### src/rtl/toggle_gen_pkg.sv
`default_nettype none
// ============================================================================
//  Module      : toggle_gen_pkg
//  Description : Shared constants for the toggle-enable generator:
//                default widths and the 2-bit FSM state encoding.
//  Revision    : 1.0  initial release
// ============================================================================
package toggle_gen_pkg;

    localparam int CNT_W_DEF   = 8;
    localparam int BURST_W_DEF = 8;

    typedef logic [1:0] state_t;

    localparam state_t c_ST_IDLE = 2'd0;
    localparam state_t c_ST_RUN  = 2'd1;
    localparam state_t c_ST_DONE = 2'd2;

endpackage : toggle_gen_pkg
`default_nettype wire

### src/rtl/tgen_period_cnt.sv
`default_nettype none
// ============================================================================
//  Module      : tgen_period_cnt
//  Description : Reloading down-counter that paces the toggle pulses.
//                'load' forces load_val in; while 'en' is high the counter
//                decrements and, on reaching zero, reloads load_val on the
//                following edge. 'zero' flags the count value 0.
//  Ports       : clk, reset (async, active-low), load, load_val, en -> zero
//  Revision    : 1.0  initial release
// ============================================================================
module tgen_period_cnt
    import toggle_gen_pkg::*;
#(
    parameter int CNT_W = CNT_W_DEF
) (
    input  logic             clk,
    input  logic             reset,
    input  logic             load,
    input  logic [CNT_W-1:0] load_val,
    input  logic             en,
    output logic             zero
);

    logic [CNT_W-1:0] r_cnt;

    always_ff @(posedge clk or negedge reset) begin
        if (!reset) begin
            r_cnt <= '0;
        end else if (load) begin
            r_cnt <= load_val;
        end else if (en) begin
            r_cnt <= (r_cnt == '0) ? load_val : r_cnt - CNT_W'(1);
        end
    end

    assign zero = (r_cnt == '0);

endmodule : tgen_period_cnt
`default_nettype wire

### src/rtl/toggle_enable_gen.sv
`default_nettype none
// ============================================================================
//  Module      : toggle_enable_gen
//  Description : Drives the single-cycle toggle-enable 't' into the T flop
//                stage. Pulses are spaced by a programmable period, issued
//                as a finite burst or continuously, and 'tq' mirrors the
//                downstream flop level (power-on value 1).
//  Ports       : clk, reset (async, active-low), start, stop, period,
//                burst_len -> t, tq, busy, done, pulse_cnt
//  Revision    : 1.0  initial release
// ============================================================================
module toggle_enable_gen
    import toggle_gen_pkg::*;
#(
    parameter int CNT_W   = CNT_W_DEF,
    parameter int BURST_W = BURST_W_DEF
) (
    input  logic               clk,
    input  logic               reset,
    input  logic               start,
    input  logic               stop,
    input  logic [CNT_W-1:0]   period,
    input  logic [BURST_W-1:0] burst_len,
    output logic               t,
    output logic               tq,
    output logic               busy,
    output logic               done,
    output logic [BURST_W-1:0] pulse_cnt
);

    state_t             r_state;
    state_t             w_state_next;
    logic [CNT_W-1:0]   r_period_m1;     // latched effective period minus one
    logic [BURST_W-1:0] r_burst;
    logic               r_t;
    logic               r_tq;
    logic               r_busy;
    logic               r_done;
    logic [BURST_W-1:0] r_pulse_cnt;

    logic               w_t_next;
    logic [BURST_W-1:0] w_pulse_cnt_next;
    logic               w_start_run;
    logic [CNT_W-1:0]   w_in_period_m1;
    logic [CNT_W-1:0]   w_load_val;
    logic               w_cnt_en;
    logic               w_cnt_zero;
    logic               w_burst_hit;

    assign w_start_run    = (r_state == c_ST_IDLE) && start && !stop;
    // A period of 0 behaves as 1, i.e. a reload value of 0.
    assign w_in_period_m1 = (period == '0) ? '0 : period - CNT_W'(1);
    // The live input only matters on the start edge; afterwards the latched
    // copy keeps mid-run period changes from having any effect.
    assign w_load_val     = w_start_run ? w_in_period_m1 : r_period_m1;
    assign w_cnt_en       = (r_state == c_ST_RUN);
    // Finite burst already delivered its last pulse.
    assign w_burst_hit    = (r_burst != '0) && (r_pulse_cnt == r_burst);

    tgen_period_cnt #(
        .CNT_W (CNT_W)
    ) u_period_cnt (
        .clk      (clk),
        .reset    (reset),
        .load     (w_start_run),
        .load_val (w_load_val),
        .en       (w_cnt_en),
        .zero     (w_cnt_zero)
    );

    always_comb begin
        w_state_next     = r_state;
        w_t_next         = 1'b0;
        w_pulse_cnt_next = r_pulse_cnt;
        case (r_state)
            c_ST_IDLE: begin
                if (w_start_run) begin
                    w_state_next     = c_ST_RUN;
                    w_pulse_cnt_next = '0;
                end
            end
            c_ST_RUN: begin
                // stop outranks both burst completion and a due pulse
                if (stop) begin
                    w_state_next = c_ST_IDLE;
                end else if (w_burst_hit) begin
                    w_state_next = c_ST_DONE;
                end else if (w_cnt_zero) begin
                    w_t_next         = 1'b1;
                    w_pulse_cnt_next = r_pulse_cnt + BURST_W'(1);
                end
            end
            c_ST_DONE: begin
                w_state_next = c_ST_IDLE;
            end
            default: begin
                w_state_next = c_ST_IDLE;
            end
        endcase
    end

    always_ff @(posedge clk or negedge reset) begin
        if (!reset) begin
            r_state     <= c_ST_IDLE;
            r_period_m1 <= '0;
            r_burst     <= '0;
            r_t         <= 1'b0;
            r_tq        <= 1'b1;
            r_busy      <= 1'b0;
            r_done      <= 1'b0;
            r_pulse_cnt <= '0;
        end else begin
            r_state     <= w_state_next;
            r_t         <= w_t_next;
            r_tq        <= r_tq ^ w_t_next;
            r_busy      <= (w_state_next == c_ST_RUN);
            r_done      <= (w_state_next == c_ST_DONE);
            r_pulse_cnt <= w_pulse_cnt_next;
            if (w_start_run) begin
                r_period_m1 <= w_in_period_m1;
                r_burst     <= burst_len;
            end
        end
    end

    assign t         = r_t;
    assign tq        = r_tq;
    assign busy      = r_busy;
    assign done      = r_done;
    assign pulse_cnt = r_pulse_cnt;

endmodule : toggle_enable_gen
`default_nettype wire

### config.mk
export PLATFORM = sky130hd
export DESIGN_NAME = toggle_enable_gen
export DESIGN_NICKNAME = d
export VERILOG_FILES = /design/src/rtl/toggle_gen_pkg.sv /design/src/rtl/tgen_period_cnt.sv /design/src/rtl/toggle_enable_gen.sv
export SDC_FILE = /design/constraint.sdc
export NUM_CORES = 1
export LEC_CHECK = 0
export ABC_AREA = 0
export BUFFER_PORTS_ARGS = -buffer_cell sky130_fd_sc_hd__buf_2
export CORE_MARGIN = 3
export CORE_UTILIZATION = 35
export DETAILED_ROUTE_END_ITERATION = 7
export RECOVER_POWER = 100
export SYNTH_ARGS = -nofsm -noshare
export SYNTH_HDL_FRONTEND = slang
export SYNTH_SLANG_ARGS = --single-unit
export TNS_END_PERCENT = 100
### constraint.sdc
create_clock -name clk -period 3.9 [get_ports clk]
set_input_delay 0.585 -clock clk [delete_from_list [all_inputs] [get_ports clk]]
set_output_delay 0.585 -clock clk [all_outputs]
set_load 0.01 [all_outputs]
==> Word-level counts from Yosys, hierarchy flattened <==
Index checks and enable logic that the tools add are counted.
{ "totals": {"regBits": 38, "latch_bits": 0, "ram_bits": 0, "mem_bits_ro": 0, "in_bits": 20, "output_inout_bits": 12, "n_memories": 0} }
{ "classes": {"addsub": 3, "mul": 0, "div_mod_pow": 0, "magnitude_cmp": 0, "eq_ne": 8, "shift": 0, "muxes": 18, "bitwise_logic": 1, "n_reduce_logical": 11} }
{ "op_table": {"columns": ["operator", "count"], "rows": [
  ["$mux W8", 9],
  ["$logic_not A8 Y1", 2],
  ["$pmux W8 S2", 1],
  ["$sub A8 B1 Y8 const B", 2],
  ["$add A8 B1 Y8 const B", 1],
  ["$eq A8 B8 Y1", 1],
  ["$reduce_bool A8 Y1", 1],
  ["$mux W2", 3],
  ["$ne A2 B2 Y1 const B", 3],
  ["$reduce_and A5 Y1", 1],
  ["$eq A2 B1 Y1 const B", 2],
  ["$mux W1", 4],
  ["$pmux W2 S2", 1],
  ["$reduce_bool A2 Y1", 2],
  ["$logic_and A1 B1 Y1", 3],
  ["$eq A2 B2 Y1 const B", 1],
  ["$logic_not A2 Y1", 1],
  ["$ne A2 B1 Y1 const B", 1],
  ["$logic_not A1 Y1", 1],
  ["$xor A1 B1 Y1", 1]
]} }

==> Logic depth before layout (Yosys ltp) <==
{ "logic_depth": {"word_depth": 7, "ltp_mapped": 9} }

==> Cells and area by module <==
From an unflattened synthesis, not the netlist that was laid out.
{ "unflattened": {"cells_unflattened": 242, "area_unflattened_um2": 2197.1} }
{ "modules_own_cells": {"columns": ["module", "n_inst", "cells_per_inst", "area_per_inst_um2", "seq_area_each_um2"], "rows": [
  ["toggle_enable_gen", 1, 167, 1539.0, 752.0],
  ["tgen_period_cnt", 1, 75, 658.1, 200.2]
]} }

==> Least setup slack after synthesis <==
No wires, ideal clock.
{ "synth_path": {"kind": "reg2reg", "startpoint": "register u_period_cnt.r_cnt[0]", "endpoint": "register u_period_cnt.r_cnt[5]", "setup_ns": 0.121, "arrival_time_ns": 2.016, "path_slack_ns": 1.763, "stages_incl_launch_ff": 10, "path_buffers": 2, "synth_period_minus_slack_ns": 2.137, "cell_sequence": "dfrtp_1 > inv_1 > ha_1 > or3b_2 > clkbuf_1 > or2_0 > buf_2 > o21ai_0 > a21oi_1 > o22a_1"} }
{ "synth_between": {"elab_chain_cells": 4, "elab_cells_between_ends": 5, "cone_classes": "add/sub: 1; mux: 3; reduce/logical: 1"} }
{ "synth_rtl": {"columns": ["item", "line", "text"], "rows": [
  ["from (decl)", "tgen_period_cnt.sv:24", "logic [CNT_W-1:0] r_cnt;"],
  ["from (signal assigned)", "tgen_period_cnt.sv:30", "r_cnt <= load_val;"],
  ["from (signal assigned)", "tgen_period_cnt.sv:32", "r_cnt <= (r_cnt == '0) ? load_val : r_cnt - CNT_W'(1);"],
  ["$sub A8 B1 Y8 or $logic_not A8 Y1 (tied branches)", "tgen_period_cnt.sv:32", null],
  ["$mux W8 (*)", "tgen_period_cnt.sv:32", null],
  ["$mux W8 (*)", "tgen_period_cnt.sv:31", "end else if (en) begin"],
  ["$mux W8 (*)", "tgen_period_cnt.sv:29", "end else if (load) begin"]
]} }
Mark *: on every way between the ends. The rest lies on a longest branch, timed or not. The select of a mux whose other input is x is not followed.
A chain may end at the register's enable or synchronous reset.

==> Worst setup path after layout <==
{ "layout_path": {"startpoint": "register u_period_cnt.r_cnt[0]", "endpoint": "register r_pulse_cnt[5], in the netlist pulse_cnt[5]"} }
{ "layout_between": {"elab_chain_cells": 3} }
{ "layout_rtl": {"columns": ["item", "line", "text"], "rows": [
  ["$logic_not A8 Y1", "tgen_period_cnt.sv:36", "assign zero = (r_cnt == '0);"],
  ["$ne A2 B2 Y1 (no line)", null, null],
  ["$reduce_and A5 Y1 (no line)", null, null],
  ["to (signal assigned)", "toggle_enable_gen.sv:118", "r_pulse_cnt <= w_pulse_cnt_next;"],
  ["to (decl)", "toggle_enable_gen.sv:39", "logic [BURST_W-1:0] r_pulse_cnt;"]
]} }
Every way passes these cells.

==> run_results.csv <==
group,metric,value,unit
routing,firstDrtPassIters,4,
global_route,grt.total_usage,14.0,%
setup_path,crit_chain,"inv_1, ha_1, or3b_2, nor3_1, nand4_1, or3_1, a21oi_1",
finish,antenna_cells,0,
pwr,max-vdd-ir-drop,0.204,mV
setup_path,r2r_cells,7,
finish,drive_gt1_share,11.4,%
clocking,cts_resized,0,
global_route,grt_pass1_vias,1634,
pwr,seq_power_share,47.9,%
global_route,grt_overflow,0,
routing,drc_errors,0,
pwr,swShare,34.7,%
clocking,post_cts_buffers,0,
status,violations,"max-capacitance violations, max-slew violations",
sta,slew_headroom,-36.9,%
sta,setup_viol,0,
sta,fin_crit_sh,62.4,%
run,cap_violations,1,
setup_path,reg2reg_to,"pulse_cnt[5]",
clocking,clock_sinks,38,
floorplan,die_h,83.9,um
sta,tightest_slew,2.05,ns
sta,slew_viol_final,39,
logic_synthesis,yosys_warnings,0,
sta,clock_skew,0.0126,ns
setup_path,critPathSlowestCell,"or3b_2",
setup_path,critPathArrivalTime,2.65,ns
global_route,antenna_found_initial,0,
sta,fin_crit,2.44,ns
clocking,numCtsBuffers,5,
pwr,power_density,496,nW/um^2
clocking,clock_latency,0.29,ns
logic_synthesis,synthesis.area,2120,um^2
pwr,switchingPower,0.409,mW
sta,hold_viol,0,
finish,multiInputGateArea,1080,um^2
logic_synthesis,ys_seq_area_share,44.8,%
clocking,cts-root-buf,"clkbuf_8",
sta,rsz0062_at_grt,"no",
clocking,cts_tree,"done",
routing,drt_iter0_markers,81,
placement,placedCellCount,329,
routing,viasPerCell,5.31,
pwr,pwr-share-comb,30.4,%
setup_path,critPathKind,"flop to flop",
min_path,hold_depth,1,
setup_path,critPathMaxFanout,6,
floorplan,start_util,37.4,%
routing,avgRoutedWirePerCell,14.4,um
global_route,grt_start_max_net_pins,39,
setup_path,r2r-start,"u_period_cnt.r_cnt[0]",
finish,seq_area,952,um^2
pwr,p_int,0.769,mW
floorplan,core-area,5680,um^2
logic_synthesis,synth_top_cell_by_area,"dfrtp_1",
logic_synthesis,syn_avg_cell_area,9.08,um^2
setup_path,required,4.12,ns
logic_synthesis,syn_nets,259,
clocking,hold_buffers,0,
logic_synthesis,ys_top_cells_by_area,"dfrtp_1 44%, nand2_1 6.7%, a21oi_1 4.7%",
pwr,p_leak,1.11,nW
floorplan,die-area,7040,um^2
logic_synthesis,synth_top_area_share,43.6,%
logic_synthesis,synthDistinctLibCells,43,
clocking,clk_path_buf_depth,2,
min_path,worstHoldPathType,"flop to flop",
setup_path,cp-start-kind,"flop",
floorplan,die_width,83.9,um
setup_path,end_kind,"flop",
logic_synthesis,ys_seq_elements,38,
clocking,clk_pin_slew,0.08,ns
logic_synthesis,syn_inst,234,
status,status,"finished, violations left",
min_path,hold_start,"r_period_m1[5]",
setup_path,slowest_delay,0.54,ns
clocking,cts-htree-levels,2,
placement,gp_congestion,0.848,
pwr,clockPowerShare,21.7,%
global_route,grt_pass1_wl,8.03,mm
setup_path,rrSetupSlack,1.46,ns
sta,max_freq,0.411,GHz
placement,port_buffers,31,
routing,totalWireLength,4.84,mm
finish,area_growth,11.9,%
finish,nNetsFinal,289,
placement,dpl.hpwl,3.46,mm
setup_path,cp_top_family,"simple AND/OR/NAND/NOR gates",
sta,hold_ws,0.485,ns
floorplan,pin_count,32,
finish,stdcell_count,336,
floorplan,rows,27,
finish,fillers,588,
min_path,holdPathEnd,"r_period_m1[5]",
sta,setup_tns,0,ns
routing,num_vias,1784,
setup_path,crit_buf_inv,1,
routing,ant_nets,0,
## routing by layer
| metal | wire [um] | part of all wire, % | vias to the layer above | global-route usage (%) |
|---|---|---|---|---|
| li1 | - | - | 891 | - |
| met1 | 2500 | 52 | 848 | 21.3 |
| met2 | 2110 | 44 | 43 | 19.8 |
| met3 | 204 | 4.2 | 2 | 2.86 |
| met4 | 32 | 0.66 | 0 | 4.39 |
| met5 | 0 | 0 | - | 0 |
## registers in the layout, indices dropped and copies added, names as in the netlist, 2 cells and up
signal,flops
pulse_cnt,8
r_burst,8
r_period_m1,8
r_state,2
u_period_cnt.r_cnt,8
## layout by cell type (no fill, tap or decap), drive strengths merged, types with 4 or more instances in the layout
master  instances
nor3b           4
nand3           6
o21ai          16
nor2           12
nor4            6
a21o            6
xnor2           7
and4            4
nand2          38
xor2            8
nor3            7
dfrtp          37
clkbuf         20
or3             6
or4             4
ha              5
a21oi          20
inv             9
buf            18
## how the worst max path moves through the flow
stage | startpoint | to | slack (ns) | depth (start not counted)
after global routing | u_period_cnt.r_cnt[0] | pulse_cnt[6] | 1.30 | 7
final | u_period_cnt.r_cnt[0] | pulse_cnt[5] | 1.46 | 7
after detailed placement | stop | u_period_cnt.r_cnt[3] | 1.37 | 6
after CTS | u_period_cnt.r_cnt[0] | u_period_cnt.r_cnt[5] | 1.55 | 7
after global placement | stop | u_period_cnt.r_cnt[3] | 1.40 | 6
after floorplan | u_period_cnt.r_cnt[0] | u_period_cnt.r_cnt[5] | 1.76 | 9
## stage by stage
stage                     setup WS [ns]  instance area [um^2]  total power [mW]  utilization (%)
after global routing               1.30                  2380              1.27             41.9
after floorplan                    1.76                  2120             0.843                -
after global placement             1.40                  2330             0.929             41.1
after CTS                          1.55                  2410              1.19             42.5
after detailed placement           1.37                  2330             0.933             41.1
final                              1.46                  2380              1.18             41.9
## layout make-up
class	instances	share of cell area, %
tap	72	3.79
multi-input combinational	178	45.3
inverter	9	1.42
clock inverter	1	0.316
timing repair buffer	32	6.11
clock buffer	6	3.05
sequential	38	40.1
## synth_stat cells, drive strengths merged
| master | n |
|---|---|
| nand2b | 3 |
| nand2 | 38 |
| or3 | 6 |
| mux2i | 3 |
| clkbuf | 4 |
| xor2 | 8 |
| nor2 | 12 |
| o32a | 1 |
| buf | 5 |
| inv | 9 |
| or4 | 4 |
| and3 | 2 |
| a211oi | 2 |
| o22ai | 1 |
| mux2 | 1 |
| or3b | 1 |
| a21o | 6 |
| o22a | 2 |
| ha | 5 |
| dfrtp | 37 |
| nor3 | 7 |
| nand3 | 6 |
| or4b | 1 |
| a31oi | 2 |
| o31ai | 2 |
| nor4b | 1 |
| a211o | 1 |
| nor3b | 4 |
| xnor2 | 7 |
| or2 | 2 |
| o41ai | 1 |
| nor4 | 6 |
| o21ai | 16 |
| a21oi | 20 |
| and4 | 4 |
| dfstp | 1 |
| nand4 | 3 |
## power by group through the flow
stage / Combinational [mW] / Sequential (mW) / Clock, mW
after CTS: 0.367 / 0.564 / 0.264
final: 0.359 / 0.564 / 0.255
after global routing: 0.405 / 0.577 / 0.287
after detailed placement: 0.363 / 0.570 / 0
after floorplan: 0.291 / 0.552 / 0
after global placement: 0.359 / 0.569 / 0
## kinds of logic (layout without fill, tap and decap cells)
| group | after synthesis | after routing | synth area share (%) |
|---|---|---|---|
| AOI/OAI and AO/OA | 54 | 54 | 15.0 |
| xor gates and xnor gates | 15 | 15 | 6.18 |
| buffers and inverters | 18 | 48 | 3.65 |
| and+or+nand+nor | 100 | 100 | 25.4 |
| muxes | 4 | 4 | 1.94 |
| DFF | 38 | 38 | 44.8 |
| adders and majority gates | 5 | 5 | 2.94 |
Note: power is estimated with default switching activity, not from simulation.
